===== src/rtl/fp16_square_iter_if.sv =====
// rtl/fp16_square_iter_if.sv - operand/result valid-ready handshake bundle for fp16_square_iter
interface fp16_square_iter_if;
    logic        in_valid;
    logic        in_ready;
    logic [15:0] in_data;
    logic        out_valid;
    logic        out_ready;
    logic [15:0] out_data;

    modport master (
        output in_valid, in_data, out_ready,
        input  in_ready, out_valid, out_data
    );

    modport slave (
        input  in_valid, in_data, out_ready,
        output in_ready, out_valid, out_data
    );
endinterface


===== src/rtl/fp16_square_iter.sv =====
// rtl/fp16_square_iter.sv - iterative FP16 squarer (y = x*x), shift-add mantissa multiply
// Optional round-to-nearest-even packing is enabled by defining FP16_SQUARE_RNE_EN.
module fp16_square_iter #(
    parameter int BITS_PER_CYCLE = 1
) (
    input  logic              clk,
    input  logic              rst,
    fp16_square_iter_if.slave sq_if
);
    localparam int N_MUL = 11 / BITS_PER_CYCLE;

    typedef enum logic [2:0] {
        S_IDLE, S_UNPACK, S_MUL, S_PACK, S_DONE
    } state_t;

    state_t            state_q, state_d;
    logic [15:0]       opnd_q, opnd_d;
    logic [21:0]       mcand_q, mcand_d;
    logic [21:0]       acc_q, acc_d;
    logic [10:0]       mplier_q, mplier_d;
    logic [3:0]        cnt_q, cnt_d;
    logic signed [6:0] e_q, e_d;
    logic              zero_q, zero_d;
    logic              inf_q, inf_d;
    logic              nan_q, nan_d;
    logic [15:0]       out_data_q, out_data_d;

    logic [4:0]        exp_u;
    logic [9:0]        frac_u;
    logic [3:0]        clz_u;
    logic [10:0]       m_u;
    logic signed [6:0] e_u;
    logic              unused_sign;

    assign unused_sign = opnd_q[15];

    // Subnormals are normalised so the mantissa always carries its leading one at bit 10.
    always_comb begin
        exp_u  = opnd_q[14:10];
        frac_u = opnd_q[9:0];
        clz_u  = 4'd10;
        for (int i = 0; i < 10; i++) begin
            if (frac_u[i]) clz_u = 4'(9 - i);
        end
        if (exp_u == 5'd0) begin
            m_u = {1'b0, frac_u} << (clz_u + 4'd1);
            e_u = -7'sd15 - $signed({3'b000, clz_u});
        end else begin
            m_u = {1'b1, frac_u};
            e_u = $signed({2'b00, exp_u}) - 7'sd15;
        end
    end

    logic [21:0] mul_sum;

    always_comb begin
        mul_sum = acc_q;
        for (int k = 0; k < BITS_PER_CYCLE; k++) begin
            if (mplier_q[k]) mul_sum = mul_sum + (mcand_q << k);
        end
    end

    logic              hi_p;
    logic [10:0]       mant_p;
    logic [10:0]       mant_sh;
    logic signed [7:0] b_p;
    logic              b_le0;
    logic [7:0]        sh_p;
    logic [14:0]       base_p;
    logic              round_up;
    logic [15:0]       pack_res;

    // e2 = 2e + hi is just e with hi appended as the new LSB.
    always_comb begin
        hi_p    = acc_q[21];
        mant_p  = hi_p ? acc_q[21:11] : acc_q[20:10];
        b_p     = $signed({e_q, hi_p}) + 8'sd15;
        b_le0   = (b_p <= 8'sd0);
        sh_p    = b_le0 ? 8'(8'sd1 - b_p) : 8'd0;
        mant_sh = mant_p >> sh_p;
        base_p  = b_le0 ? {4'b0000, mant_sh} : {b_p[4:0], mant_p[9:0]};
    end

`ifdef FP16_SQUARE_RNE_EN
    logic [21:0] wide_p;
    logic [21:0] shifted_p;
    logic [21:0] mask_p;
    logic        guard_p;
    logic        sticky_p;
    logic        unused_rnd;

    // Guard is the first dropped bit; sticky covers the rest of the product and the subnormal shift-out.
    always_comb begin
        wide_p    = {mant_p, hi_p ? acc_q[10:0] : {acc_q[9:0], 1'b0}};
        shifted_p = wide_p >> sh_p;
        mask_p    = (22'd1 << sh_p) - 22'd1;
        guard_p   = shifted_p[10];
        sticky_p  = (|shifted_p[9:0]) | (|(wide_p & mask_p));
        round_up  = guard_p & (sticky_p | base_p[0]);
    end

    assign unused_rnd = ^shifted_p[21:11];
`else
    logic unused_low;

    assign round_up   = 1'b0;
    assign unused_low = ^acc_q[9:0];
`endif

    // A rounding carry ripples from the fraction into the exponent field, reaching 7C00 at the top.
    always_comb begin
        if (nan_q)                  pack_res = 16'h7E00;
        else if (inf_q)             pack_res = 16'h7C00;
        else if (zero_q)            pack_res = 16'h0000;
        else if (b_p >= 8'sd31)     pack_res = 16'h7C00;
        else                        pack_res = {1'b0, base_p + {14'd0, round_up}};
    end

    always_comb begin
        state_d    = state_q;
        opnd_d     = opnd_q;
        mcand_d    = mcand_q;
        acc_d      = acc_q;
        mplier_d   = mplier_q;
        cnt_d      = cnt_q;
        e_d        = e_q;
        zero_d     = zero_q;
        inf_d      = inf_q;
        nan_d      = nan_q;
        out_data_d = out_data_q;
        case (state_q)
            S_IDLE: begin
                if (sq_if.in_valid) begin
                    opnd_d  = sq_if.in_data;
                    state_d = S_UNPACK;
                end
            end
            S_UNPACK: begin
                mcand_d  = {11'd0, m_u};
                mplier_d = m_u;
                acc_d    = '0;
                cnt_d    = '0;
                e_d      = e_u;
                zero_d   = (exp_u == 5'd0)  && (frac_u == 10'd0);
                inf_d    = (exp_u == 5'd31) && (frac_u == 10'd0);
                nan_d    = (exp_u == 5'd31) && (frac_u != 10'd0);
                state_d  = S_MUL;
            end
            S_MUL: begin
                acc_d    = mul_sum;
                mcand_d  = mcand_q << BITS_PER_CYCLE;
                mplier_d = mplier_q >> BITS_PER_CYCLE;
                cnt_d    = cnt_q + 4'd1;
                if (cnt_q == 4'(N_MUL - 1)) state_d = S_PACK;
            end
            S_PACK: begin
                out_data_d = pack_res;
                state_d    = S_DONE;
            end
            S_DONE: begin
                if (sq_if.out_ready) state_d = S_IDLE;
            end
            default: state_d = S_IDLE;
        endcase
    end

    always_ff @(posedge clk) begin
        if (rst) begin
            state_q    <= S_IDLE;
            opnd_q     <= '0;
            mcand_q    <= '0;
            acc_q      <= '0;
            mplier_q   <= '0;
            cnt_q      <= '0;
            e_q        <= '0;
            zero_q     <= 1'b0;
            inf_q      <= 1'b0;
            nan_q      <= 1'b0;
            out_data_q <= '0;
        end else begin
            state_q    <= state_d;
            opnd_q     <= opnd_d;
            mcand_q    <= mcand_d;
            acc_q      <= acc_d;
            mplier_q   <= mplier_d;
            cnt_q      <= cnt_d;
            e_q        <= e_d;
            zero_q     <= zero_d;
            inf_q      <= inf_d;
            nan_q      <= nan_d;
            out_data_q <= out_data_d;
        end
    end

    assign sq_if.in_ready  = (state_q == S_IDLE);
    assign sq_if.out_valid = (state_q == S_DONE);
    assign sq_if.out_data  = out_data_q;
endmodule


===== src/flat_wrapper.sv =====
// flat-port wrapper written by rule: the top's interface ports become plain ports
module fp16_square_iter_flat 
#(
    parameter int BITS_PER_CYCLE = 1
)
  (clk, rst, sq_if_in_valid, sq_if_in_data, sq_if_out_ready, sq_if_in_ready, sq_if_out_valid, sq_if_out_data);
  fp16_square_iter_if sq_if_i ();
  input  logic clk;
  input  logic rst;
  input wire logic [$bits(sq_if_i.in_valid)-1:0] sq_if_in_valid;
  input wire logic [$bits(sq_if_i.in_data)-1:0] sq_if_in_data;
  input wire logic [$bits(sq_if_i.out_ready)-1:0] sq_if_out_ready;
  output wire logic [$bits(sq_if_i.in_ready)-1:0] sq_if_in_ready;
  output wire logic [$bits(sq_if_i.out_valid)-1:0] sq_if_out_valid;
  output wire logic [$bits(sq_if_i.out_data)-1:0] sq_if_out_data;
  assign sq_if_i.in_valid = sq_if_in_valid;
  assign sq_if_i.in_data = sq_if_in_data;
  assign sq_if_i.out_ready = sq_if_out_ready;
  assign sq_if_in_ready = sq_if_i.in_ready;
  assign sq_if_out_valid = sq_if_i.out_valid;
  assign sq_if_out_data = sq_if_i.out_data;
  fp16_square_iter #(.BITS_PER_CYCLE(BITS_PER_CYCLE)) u_core (.clk(clk), .rst(rst), .sq_if(sq_if_i));
endmodule

===== config.mk =====
export PLATFORM = sky130hd
export DESIGN_NAME = fp16_square_iter_flat
export DESIGN_NICKNAME = d
export VERILOG_FILES = /design/src/rtl/fp16_square_iter_if.sv /design/src/rtl/fp16_square_iter.sv /design/src/flat_wrapper.sv
export SDC_FILE = /design/constraint.sdc
export NUM_CORES = 1
export LEC_CHECK = 0
export ABC_AREA = 1
export ABC_CLOCK_PERIOD_IN_PS = 6330
export CAP_MARGIN = 20
export CORE_MARGIN = 1.5
export CORE_UTILIZATION = 65
export CTS_CLUSTER_DIAMETER = 50
export DETAILED_ROUTE_END_ITERATION = 8
export PLACE_DENSITY = 0.86
export SLEW_MARGIN = 30
export SYNTH_ARGS = -nofsm -noshare
export SYNTH_HDL_FRONTEND = slang
export SYNTH_SLANG_ARGS = --single-unit

===== constraint.sdc =====
create_clock -name clk -period 6.33 [get_ports clk]
set_clock_uncertainty 0.15 [all_clocks]
set_input_delay 1.899 -clock clk [delete_from_list [all_inputs] [get_ports clk]]
set_output_delay 1.899 -clock clk [all_outputs]
set_load 0.03 [all_outputs]

==> results of run 1 <==
[placed cells by master (no fill, tap or decap), types with 9 or more instances in the layout]
master,n
o22ai_1,12
a31oi_1,14
dfxtp_1,101
inv_1,103
clkbuf_8,10
o211ai_1,11
nor2_1,53
nand4_1,16
o21ai_1,9
clkdlybuf4s50_1,34
ha_1,33
nand3_1,73
a21oi_1,125
nand2_1,244
o21ai_0,78
[tightest hold or removal path, delay by kind of cell, from the launching register on]
kind | cells | cell delay [ns]
DFF | 1 | 0.32
AOI/OAI and AO/OA | 1 | 0.05
and+or+nand+nor | 1 | 0.06
[report_power, final]
part | internal (mW) | total [mW] | switching (mW) | leakage [nW]
logic | 0.249 | 0.791 | 0.541 | 1.91
clock network | 0.200 | 0.441 | 0.241 | 0.103
registers | 0.688 | 0.729 | 0.0408 | 0.819
[worst paths after layout]
check             cells after the start                       end                startpoint  slack [ns]
hold / removal                        2  u_core.sq_if.out_data[4]  u_core.sq_if.out_data[4]        0.32
setup reg to reg                     19  u_core.sq_if.out_data[2]          u_core.acc_q[21]        2.61
setup / recovery                      4            sq_if_in_ready         u_core.state_q[2]        2.49
hold reg to reg                       2  u_core.sq_if.out_data[4]  u_core.sq_if.out_data[4]        0.32
[stage by stage]
step | std cells | cell area, um^2 | util, % | power, mW | hold slack, ns
detailed placement | 1117 | 6840 | 70.3 | 1.52 | 0.307
global placement | 1117 | 6840 | 70.3 | 1.51 | 0.301
global route | 1133 | 7050 | 72.5 | 2.11 | 0.349
finish | 1133 | 7050 | 72.5 | 1.96 | 0.317
CTS | 1133 | 7050 | 72.5 | 1.96 | 0.322
floorplan | 985 | 6460 | - | 1.35 | 0.286
[per-layer routing]
metal,share of wire [%],vias to the layer above
met5,0,-
met4,1.6,0
met3,5.5,28
met2,48,191
met1,45,2906
li1,-,3340
[flip-flops by register name, summed over array words and instances (netlist names)]
signal / count
u_core.e_q: 6
u_core.mcand_q: 22
u_core.sq_if.out_data: 15
u_core.cnt_q: 4
u_core.state_q: 3
u_core.mplier_q: 11
u_core.inf_q: 1
u_core.nan_q: 1
u_core.opnd_q: 15
u_core.acc_q: 22
u_core.zero_q: 1
[cell type report]
cell class	instances	area, um^2	area share (%)
sequential	101	2020	28.7
clock inverter	6	76.3	1.08
multi-input combinational	734	3860	54.7
timing repair buffer	38	368	5.21
inverter	111	424	6.01
clock buffer	10	138	1.95
tap	133	166	2.36
[cell families after synthesis]
family	synth area share, %
AND/OR/NAND/NOR	28.7
AO/OA/AOI/OAI	22.8
buffers and inverters	9.12
flip-flops	31.3
adder cells (fa/ha/maj)	6.70
XOR/XNOR	1.05
multiplexers	0.310
other	0.0580
==> reports/qor.yml, run 1 <==
setup_path:
  crit_chain: "nor2_1 -> inv_1 -> nor2_1 -> clkdlybuf4s50_1"
  path_common_cell: "nor2_1"
  start_kind: "flop"
  slowest_stage: "clkdlybuf4s50_1"
  required_ns: 4.28
  slowest_delay_ns: 0.70
  crit_path_end_kind: "primary output"
  crit_fanout: 4
  worstPathArrival_ns: 1.79
  path_delay_family: "buffers and inverters"
  critPathKind: "reg2out"
  worst-path-buf-inv: 2
placed_design:
  portBuffers: 35
  dp_slack_ns: 2.69
  finalWeightedCongestion: 0.945
  hpwl_um: 11200
synthesis:
  synth_cell_types: 51
  synth_seq_cells: 101
  synth_edf_count: 0
  synth_seq_area_share_pct: 31.3
  yosys.area.top_type: "dfxtp_1"
  avgSynthCellArea_um2: 6.56
  ys_top_cells_by_area: "dfxtp_1 31%, nand2_1 14%, a21oi_1 9.7%"
  syn-num-nets: 1039
  yosys.area.top_type_share_pct: 31.3
  yosysMostFrequentCell: "nand2_1"
  ys_top_cells_by_count: "244 x nand2_1, 125 x a21oi_1, 103 x inv_1, 101 x dfxtp_1, 78 x o21ai_0"
  synthArstFlopShare_pct: 0
  yosys_warnings: 0
  syn_inst: 985
  synth_ff_type: "dfxtp_1"
  syn_area_um2: 6460
clock_tree:
  cts_resized: 0
  cts_htree_levels: 3
  cts.clk_slew.worst_paths_ns: 0.09
  clkSinkCount: 101
  cts_buffer_depth: 2
  clkLatencyLatePin_ns: 0.40
  holdBufCountCts: 0
  cts-root-buf: "clkbuf_8"
  cts_tree: "yes"
  cts_setup_buffers: 0
  cts_made_buffers: 9
route:
  drc_errors: 0
  first_pass_iters: 6
  vias: 6465
  routedWlPerCell_um: 13.7
  finalWirelength_um: 15500
  antenna_left: 0
  vias_per_cell: 5.71
  drt_iter0_drc: 395
sta:
  hold_viol_final: 0
  tightest_slew_ns: 0.891
  max_freq_ghz: 0.261
  final.setup.worst_slack_ns: 2.49
  min_period_ns: 3.84
  setup-violations-final: 0
  relSlewSlack_pct: 40.5
  timing.setup.tns_ns: 0
  rsz0062_at_grt: "false"
  layout_worst_path_cycle_share_pct: 60.6
  maxSlewViolCount: 0
global_routing:
  antenna_found_initial: 0
  busiest_layer: "met2"
  overflow: 0
  globalRouteMet1Util_pct: 39.9
  track_usage_pct: 30.8
  first_global_vias: 5673
  grt_pass1_wl_um: 25800
  use_met3_pct: 6.85
  met2_usage_pct: 51.2
  grt_max_degree: 79
worst_hold_path:
  min_path_type: "reg2reg"
status:
  status: "completed"
floorplan:
  core_area_um2: 9730
  die_x_um: 103
  row_count: 36
  io_pins: 38
  dieArea_um2: 10600
  start_util_pct: 66.4
  die_h_um: 103
finish:
  fill_cells: 874
  drive_above_1_share_pct: 5.80
  area_delta_synth_final_pct: 9.14
  n_antenna_cell: 0
  nNetsFinal: 1049
run:
  cap_viol_max_count: 0
pwr:
  power_leakage_nw: 2.83
  peakVddDrop_uv: 222
  power_per_cell_area_nw_per_um2: 278
(Power assumes the default switching activity.)
==> inputs of run 2 (changes only) <==
ABC_CLOCK_PERIOD_IN_PS = 3950   (was 6330)
CORE_UTILIZATION = 61   (was 65)
PLACE_DENSITY = 0.81   (was 0.86)
clock period = 3.95 ns   (was 6.33 ns; I/O delays follow)
==> reports/qor.yml, run 2 (same netlist as run 1, synthesis figures left out) <==
setup_path:
  reg2reg_from: "u_core.opnd_q[2]"
  crit_fanout: 18  # +14
  start_kind: "flop"
  required_ns: 4.05  # -0.23 ns
  worstPathArrival_ns: 3.44  # +1.65 ns
  critPathKind: "reg2reg"
  crit_path_end_kind: "flop"
  critPathLaunch: "u_core.opnd_q[2]"
clock_tree:
  cts_setup_buffers: 0  # unchanged
  cts_htree_levels: 3  # unchanged
  cts.clk_slew.worst_paths_ns: 0.10  # about the same
  cts_tree: "yes"
  clkSinkCount: 101  # unchanged
  holdBufCountCts: 0  # unchanged
  cts_resized: 0  # unchanged
  clkLatencyLatePin_ns: 0.39  # about the same
  cts_buffer_depth: 2  # unchanged
  cts-root-buf: "clkbuf_8"
  cts_made_buffers: 9  # unchanged
pwr:
  peakVddDrop_uv: 405  # +83%
  power_leakage_nw: 2.85  # +0.80%
  power_per_cell_area_nw_per_um2: 449  # +62%
floorplan:
  die_h_um: 106  # +3.1%
  core_area_um2: 10300  # +6.1%
  dieArea_um2: 11200  # +6.4%
  start_util_pct: 62.6  # -3.8 points
  row_count: 37  # +2.8%
  die_x_um: 106  # +3.1%
  io_pins: 38  # unchanged
finish:
  n_antenna_cell: 0  # unchanged
  reg_top3: "u_core.acc_q: 22 flops, u_core.mcand_q: 22 flops"
  final_core_util_pct: 68.6  # -3.9 points
  drive_above_1_share_pct: 5.89  # +0.088 points
  nNetsFinal: 1051  # +0.19%
  final_cell_mix: "244 x nand2_1, 125 x a21oi_1, 103 x inv_1, 101 x dfxtp_1, 78 x o21ai_0"
  area_delta_synth_final_pct: 9.62
  design_area_um2: 7090  # +0.44%
  mostFrequentLayoutCell: "nand2_1"
placed_design:
  portBuffers: 35  # unchanged
  hpwl_um: 11200  # +0.61%
  dpl-instance-area_um2: 6860  # +0.27%
  finalWeightedCongestion: 0.925  # -2.1%
worst_hold_path:
  min_path_type: "reg2reg"
  min-delay-start: "u_core.sq_if.out_data[3]"
sta:
  hold_viol_final: 0  # unchanged
  setup-violations-final: 0  # unchanged
  fin_hold_ws_ns: 0.318  # +0.000949 ns
  layout_worst_path_cycle_share_pct: 84.6
  tightest_slew_ns: 0.961  # +0.0697 ns
  rsz0062_at_grt: "false"
  min_period_ns: 3.34
  timing.setup.tns_ns: 0  # unchanged
  relSlewSlack_pct: 35.5  # -5.0 points
  max_freq_ghz: 0.299
  maxSlewViolCount: 0  # unchanged
global_routing:
  grt_pass1_wl_um: 26500  # +2.7%
  grt_max_degree: 79  # unchanged
  antenna_found_initial: 0  # unchanged
  overflow: 0  # unchanged
  track_usage_pct: 28.9  # -2.0 points
  first_global_vias: 5850  # +3.1%
route:
  routedWlPerCell_um: 13.6  # -0.50%
  vias: 6463  # -0.031%
  first_pass_iters: 5  # -1
  drc_errors: 0  # unchanged
  vias_per_cell: 5.68  # -0.47%
  drt_iter0_drc: 352  # -11%
  antenna_left: 0  # unchanged
  finalWirelength_um: 15500  # about the same
status:
  status: "completed"
run:
  cap_viol_max_count: 0  # unchanged
## run 2: changes by cell type in the layout (fill, tap and decap cells not counted), sizes merged
cell and delta:
clkinvlp -2, bufinv +1, buf +2, inv -1, clkinv +2
## run 2: final cells by class
| class | instances | area, um^2 |
|---|---|---|
| Sequential cell | 101 | 2020 |
| Multi-Input combinational cell | 734 | 3860 |
| Clock inverter | 6 | 93.8 |
| Timing Repair Buffer | 40 | 383 |
| Clock buffer | 10 | 128 |
| Inverter | 111 | 424 |
| Fill cell | 958 | 3240 |
| Tap cell | 136 | 170 |
## run 2: final timing paths
kind                                                 end  slack, ns  depth (start not counted)
worst min register to register  u_core.sq_if.out_data[3]       0.32                          2
worst max register to register        u_core.mplier_q[9]       0.61                         15
worst min-delay path            u_core.sq_if.out_data[3]       0.32                          2
worst max-delay path                  u_core.mplier_q[9]       0.61                         15
## run 2: through the flow
step	setup WS (ns)	cells	total power [mW]
2_1_floorplan	1.29	985	2.17
3_3_place_gp	0.705	1122	2.43
3_5_place_dp	0.686	1122	2.44
4_1_cts	0.668	1138	3.18
5_1_grt	0.272	1138	3.41
6_report	0.610	1138	3.18
## run 2: power breakdown
group | total [mW] | internal, mW | switching [mW]
Sequential | 1.17 | 1.10 | 0.0653
Clock | 0.738 | 0.364 | 0.375
Combinational | 1.28 | 0.403 | 0.873
## run 2: per-layer routing
layer	track usage (%)	part of all wire (%)	wire length [um]
met1	37.6	47	7210
met2	47.8	47	7310
met3	5.70	4.0	618
met4	10.0	2.2	346
met5	0	0	0
## run 2: critical path, cell delays in order (launching register included)
cell and delay [ns]:
dfxtp_1 0.35, inv_1 0.10, o21ai_1 0.08, a21oi_1 0.13, o21ai_1 0.08, nand3_1 0.13
nand2_2 0.20, ha_1 0.28, xnor2_1 0.77, inv_1 0.25, a21oi_1 0.18, a21oi_1 0.08
o21ai_0 0.09, nand3_1 0.09, o211ai_1 0.13, a21oi_1 0.09
